$ cat config.mk
export PLATFORM = sky130hd
export DESIGN_NAME = bit_serializer
export DESIGN_NICKNAME = d
export VERILOG_FILES = /design/src/rtl/bit_serializer_pkg.sv /design/src/rtl/bit_serializer.sv
export SDC_FILE = /design/constraint.sdc
export NUM_CORES = 1
export LEC_CHECK = 0
export CAP_MARGIN = 20
export CORE_MARGIN = 2
export CORE_UTILIZATION = 35
export CTS_CLUSTER_DIAMETER = 50
export CTS_CLUSTER_SIZE = 8
export DETAILED_ROUTE_END_ITERATION = 12
export PLACE_DENSITY = 0.57
export SYNTH_ARGS = -nofsm -noshare
export SYNTH_HDL_FRONTEND = slang
export SYNTH_SLANG_ARGS = --single-unit
$ cat constraint.sdc
create_clock -name clock -period 2.15 [get_ports clock]
set_input_delay 0.43 -clock clock [delete_from_list [all_inputs] [get_ports clock]]
set_output_delay 0.43 -clock clock [all_outputs]
set_load 0.005 [all_outputs]
$ cat src/rtl/bit_serializer_pkg.sv
// ============================================================================
// Module  : bit_serializer_pkg
// Brief   : Shared state encoding and counter-width helpers for bit_serializer.
// Revision: 1.0 - initial release
// ============================================================================
`default_nettype none

package bit_serializer_pkg;

    typedef logic [0:0] state_t;

    localparam state_t c_ST_IDLE  = 1'b0;
    localparam state_t c_ST_SHIFT = 1'b1;

    localparam int c_DEFAULT_WIDTH = 8;
    localparam int c_DEFAULT_CNT_W = $clog2(c_DEFAULT_WIDTH);

    function automatic int cnt_width(input int width);
        return (width < 2) ? 1 : $clog2(width);
    endfunction

endpackage

`default_nettype wire

$ cat src/rtl/bit_serializer.sv
// ============================================================================
// Module  : bit_serializer
// Brief   : Parallel-to-serial converter with one-word pending buffer and
//           gapless back-to-back output; drives an idle level when empty.
// Revision: 1.0 - initial release
// ============================================================================
`default_nettype none

module bit_serializer
    import bit_serializer_pkg::*;
#(
    parameter int   WIDTH      = 8,
    parameter bit   LSB_FIRST  = 1'b0,
    parameter logic IDLE_LEVEL = 1'b0
) (
    input  logic             clock,
    input  logic             reset,
    input  logic [WIDTH-1:0] data_in,
    input  logic             valid_in,
    output logic             ready_out,
    output logic             serial_out,
    output logic             bit_valid,
    output logic             frame_start,
    output logic             busy
);

    localparam int                 c_CNT_W = cnt_width(WIDTH);
    localparam logic [c_CNT_W-1:0] c_LAST  = c_CNT_W'(WIDTH - 1);

    state_t             r_state;
    logic [WIDTH-1:0]   r_shift;
    logic [c_CNT_W-1:0] r_bit_cnt;
    logic [WIDTH-1:0]   r_pend_data;
    logic               r_pend_valid;

    logic w_shifting;
    logic w_free;
    logic w_accept;
    logic w_head_bit;

    assign w_shifting = (r_state == c_ST_SHIFT);
    // The shifter can take a new word at this edge once its last bit is out.
    assign w_free     = !w_shifting || (r_bit_cnt == c_LAST);
    assign ready_out  = !r_pend_valid && !reset;
    assign w_accept   = valid_in && ready_out;
    assign w_head_bit = LSB_FIRST ? r_shift[0] : r_shift[WIDTH-1];

    always_ff @(posedge clock) begin
        if (reset) begin
            r_state      <= c_ST_IDLE;
            r_shift      <= '0;
            r_bit_cnt    <= '0;
            r_pend_data  <= '0;
            r_pend_valid <= 1'b0;
        end else if (w_free) begin
            if (r_pend_valid) begin
                r_shift      <= r_pend_data;
                r_bit_cnt    <= '0;
                r_state      <= c_ST_SHIFT;
                r_pend_valid <= w_accept;
                if (w_accept) begin
                    r_pend_data <= data_in;
                end
            end else if (w_accept) begin
                r_shift   <= data_in;
                r_bit_cnt <= '0;
                r_state   <= c_ST_SHIFT;
            end else begin
                r_state <= c_ST_IDLE;
            end
        end else begin
            // Mid-word: the shifter keeps advancing while a new word may park in pending.
            if (w_accept) begin
                r_pend_data  <= data_in;
                r_pend_valid <= 1'b1;
            end
            r_shift   <= LSB_FIRST ? (r_shift >> 1) : (r_shift << 1);
            r_bit_cnt <= r_bit_cnt + 1'b1;
        end
    end

    always_comb begin
        serial_out  = IDLE_LEVEL;
        bit_valid   = 1'b0;
        frame_start = 1'b0;
        busy        = 1'b0;
        if (!reset) begin
            serial_out  = w_shifting ? w_head_bit : IDLE_LEVEL;
            bit_valid   = w_shifting;
            frame_start = w_shifting && (r_bit_cnt == '0);
            busy        = w_shifting || r_pend_valid;
        end
    end

endmodule

`default_nettype wire

* Yosys cells after proc, flatten, opt, wreduce, memory -nomap -nowiden
Index checks and enable logic that the tools add are counted.
Cells by class: add/sub/neg operators 1, equal/unequal tests 3, muxes and demuxes 19, bitwise gates (word level) 1, reduce and logical (&&, ||, !) cells 12
Operator list (count):
- two-way mux 8 bit | 6
- two-way mux 1 bit | 10
- two-way mux 3 bit | 3
- nonzero test 2 bit | 2
- adder 3 x 1 -> 3 bit (second input constant) | 1
- equality test 3 bit (second input constant) | 1
- logical AND 1 bit | 3
- zero test 1 bit | 3
- zero test 3 bit | 1
- inequality test 3 x 2 -> 1 bit (second input constant) | 1
- logical OR 1 bit | 2
- inequality test 2 bit (second input constant) | 1
- OR reduction 2 bit | 1
- NOT 1 bit | 1
Word-level totals: register bits after elaboration 21, bits of input ports 11, output and inout port bits 5, word-level logic and storage cells 42

* Logic depth before layout (Yosys ltp)
word-level depth 6, mapped depth 7, gate-level depth less buffers 5

* Worst setup path before layout
Ideal clock, no wire load.
kind flip-flop to flip-flop, start register r_bit_cnt[0], end register r_pend_data[5], library setup time 116 ps, arrival time 1506 ps, required time 2034 ps, setup slack 528 ps, cell stages (with the launch flop) 7, buffers on the path 1, clock period less this slack 1622 ps, path through dfxtp_1 ha_1 ha_1 nor4b_4 buf_6 a21oi_1 a31o_1
Between the ends: word-level cells in the longest chain between the ends 3, elaborated cells between the ends (all ways) 4, those cells by class eq/ne (2); mux (1); reduce/logical (1)
Ends and longest elaborated chain:
- start: declaration | line bit_serializer.sv:32 | logic [c_CNT_W-1:0] r_bit_cnt;
- start signal: assignment | line bit_serializer.sv:78 | r_bit_cnt <= r_bit_cnt + 1'b1;
- equality test 3 bit * | line bit_serializer.sv:43 | assign w_free = !w_shifting || (r_bit_cnt == c_LAST);
- logical OR 1 bit * | line bit_serializer.sv:43
- inequality test 2 bit (no line) or two-way mux 8 bit (tied branches)
- end signal: assignment | line bit_serializer.sv:62 | r_pend_data <= data_in;
- end signal: assignment | line bit_serializer.sv:74 | r_pend_data <= data_in;
- end: declaration | line bit_serializer.sv:33 | logic [WIDTH-1:0] r_pend_data;
Every way passes the cells marked *; elsewhere a longest branch is shown, timed or not. A chain may end at the register's enable or synchronous reset.

* Final worst setup path
start register r_pend_valid, end output busy
Between the ends: word-level cells in the longest chain between the ends 2
Ends and longest elaborated chain:
- start: declaration | line bit_serializer.sv:34 | logic r_pend_valid;
- start signal: assignment | line bit_serializer.sv:60 | r_pend_valid <= w_accept;
- logical OR 1 bit | line bit_serializer.sv:91 | busy = w_shifting || r_pend_valid;
- two-way mux 1 bit | line bit_serializer.sv:87 | if (!reset) begin
- end: declaration | line bit_serializer.sv:24 | output logic busy
No other way between the ends.

==> results.md <==
- H-tree Lvls: 1
- Critical path peak fanout: 9
- ANT cells: 0
- Period utilization: 0.9228
- FF-to-FF Start: r_bit_cnt[0]$_SDFFE_PP0P_
- Worst reg-to-reg setup slack: 0.47 ns
- Die width: 60.79 um
- CTS tree: yes
- WHS Path Cells: 2
- Worst Hold Path EP: r_shift[6]$_SDFFE_PP0P_
- Syn Inst Count: 123
- RSZ-0062 raised after global routing: no
- Fmax: 504.0 MHz
- CP dominant cell by count: nor2_1
- Layout area overhead: 20.18%
- Worst setup SP type: register
- DR iter-0 viols: 10
- Critical path depth: 3
- Max Cap Viol: 0
- GP Congestion: 0.7054
- R2R Path End: r_pend_data[0]$_SDFFE_PP0P_
- Boundary Pins: 16
- CP Capture Type: output pin
- First-pass GRT wire length: 3795 um
- Filler Cells Inserted: 332
- Final setup margin: 0.1660 ns
- DR WL/cell: 12.15 um
- Largest stage delay on the critical path: 0.56 ns
- Buf/Inv on CP: 1
- Synth Area per Inst: 9.175 sq um
- Dpl ws: -0.01058 ns
- HP Class: reg2reg
- Synth area leader: dfxtp_1
- Reg2reg path depth: 6
- Max Root-Sink Buffers: 2
- Share of cells above drive strength 1: 0.1439
- Clk sinks: 21
- Input/output buffers: 15
- Routed WL: 2223 um
- Vias in the first global route: 905
- Final nets: 154
- Crit path cell chain: nor2_1, nor2_1, clkdlybuf4s50_1
- Drt pass-1 iters: 4
- Synth warn: 0
- DIE AREA: 3695 sq um
- Design Power: 0.7545 mW
- Clock Skew: 0.006844 ns
- Overflow after GRT: 0
- Dpl cells: 179
- Hold path start: r_shift[5]$_SDFFE_PP0P_
- Initial antenna violation count: 0
- Antenna Violating Nets Remaining: 0
- Critical path class: reg2out
- Die height: 60.79 um
- Setup-failing EPs final: 0
- Status: complete, no violations
- Clock transition at path regs: 0.12 ns
- Largest net degree at the start of global routing: 23
- Residual DRC count: 0
- CP max-delay cell: dfxtp_1
- Leak: 0.5423 nW
- Vias per Instance: 5.213
- Crit path time final: 1.984 ns
- Top Family by Delay on Critical Path: flip-flops
- GRT Total Usage: 0.1343
- VDD IR max: 0.2532 mV
- Yosys reg bits: 21
- Core area: 3053 sq um
- Clock latency on the worst-skew pair: 0.29 ns
- Fin. max-slew vios: 0
- Via Count: 954
- Hold_buf cts: 0
- Final Non-Filler Cells: 183
- Setup TNS: 0 ns
- CTS Buf Count: 3
- Yosys top cell area share: 0.3725
- Post-synthesis sequential area ratio: 0.3725
- Final Hold Violating Endpoints: 0
- HPWL Detailed: 1617 um
- CP Data Arrival Time: 1.55 ns
- Top cells by area, synth: dfxtp_1 37%, and3b_1 6.2%, nand2b_1 5.5%, o41ai_1 5.4%, a21oi_1 5.3%
- FP Rows: 20
- Reg area: 420.4 sq um
- P per Cell Area: 556.3 nW/um^2
- Clk root buf: clkbuf_4
- Syn Nets: 137
- Worst-margin pin slew: 0.3637 ns
- Slew headroom: 0.7572
- Synth Cell Area: 1129 sq um
- Initial Utilization: 0.3697
- Worst Path Required: 1.72 ns
- Yosys cell types: 24
- Area of the multi-input gates: 634.4 sq um
## final cells by class
class	instances	share of cell area
inverters	2	0.005535
repair buffers	23	0.1568
multi-input cells	89	0.4677
clock buffers	4	0.01937
flip-flops and latches	21	0.3100
well taps	44	0.04059
## routing by layer
metal  global-route usage  wire (um)
met1               0.1591       1035
met2               0.2504       1083
met3              0.01919         82
met4              0.03727         21
met5                    0          0
## synth_stat cells
| cell | count |
|---|---|
| dfxtp_1 | 21 |
| a21oi_1 | 12 |
| nand2b_1 | 10 |
| nor2b_1 | 9 |
| and3b_1 | 8 |
| a211oi_1 | 7 |
| nand3b_1 | 7 |
| o41ai_1 | 7 |
| a31o_2 | 6 |
| nor2_1 | 6 |
| buf_2 | 4 |
| buf_4 | 4 |
| nand2_1 | 4 |
| ha_1 | 3 |
| nand3_1 | 3 |
| a31o_1 | 2 |
| clkbuf_1 | 2 |
| inv_1 | 2 |
| a211o_1 | 1 |
| a211oi_2 | 1 |
| and2_1 | 1 |
| buf_6 | 1 |
| nor3_1 | 1 |
| nor4b_4 | 1 |
## worst min-delay path: cells and delay by family, from the launching register on
kind            cells  cell delay (ns)
simple gates        1             0.07
compound gates      1             0.06
flops               1             0.33
## stage by stage
| step | util | instance area [sq um] | hold slack [ns] |
|---|---|---|---|
| 4_1_cts | 0.4434 | 1354 | 0.4924 |
| 6_report | 0.4443 | 1356 | 0.4902 |
| 2_1_floorplan | - | 1129 | 0.4547 |
| 3_5_place_dp | 0.4340 | 1325 | 0.4720 |
| 3_3_place_gp | 0.4340 | 1325 | 0.4723 |
| 5_1_grt | 0.4443 | 1356 | 0.5209 |
## worst max path at each step
stage,start,end,slack [ns]
after global placement,reset,frame_start,-0.01
after detailed placement,reset,frame_start,-0.01
after CTS,reset,frame_start,0.03
after floorplan,r_bit_cnt[0]$_SDFFE_PP0P_,r_pend_data[5]$_SDFFE_PP0P_,0.53
after global routing,r_state$_SDFFE_PP0P_,frame_start,0.07
final,r_pend_valid$_SDFFE_PP0P_,busy,0.17
## report_power, final
part	total (mW)	internal [mW]	switching [mW]	leakage, nW
Combinational	0.141	0.0758	0.0653	0.356
Clock	0.187	0.0720	0.115	0.0150
Sequential	0.427	0.412	0.0148	0.172
Total	0.755	0.560	0.195	0.542
## registers in the layout, summed over array words and instances, names as in the netlist
register	count
r_bit_cnt	3
r_pend_valid	1
r_state	1
r_shift	8
r_pend_data	8
## cell families (layout without fill, tap and decap cells)
group,after synthesis,in the layout,synth area share
AOI/OAI and AO/OA,36,36,0.2350
DFF,21,21,0.3725
buffers and inverters,13,29,0.06763
adders and majority gates,3,3,0.03326
and+or+nand+nor,50,50,0.2916
## placed cells by master (no fill, tap or decap), drive strengths merged, types with 4 or more instances in the layout
| cell | netlist | routed |
|---|---|---|
| clkbuf | 2 | 4 |
| clkdlybuf4s50 | 0 | 14 |
| a21oi | 12 | 12 |
| a31o | 8 | 8 |
| o41ai | 7 | 7 |
| a211oi | 8 | 8 |
| nand2b | 10 | 10 |
| nor2b | 9 | 9 |
| nand3b | 7 | 7 |
| nor2 | 6 | 6 |
| nand2 | 4 | 4 |
| and3b | 8 | 8 |
| dfxtp | 21 | 21 |
| buf | 9 | 8 |
## repair_timing
action,4_1_cts,5_1_grt
endpoints found under the hold margin,0,0
setup endpoints to repair,1,1
buffers inserted,0,0
resized for setup,1,1
Power figures use the tool's default switching activity.
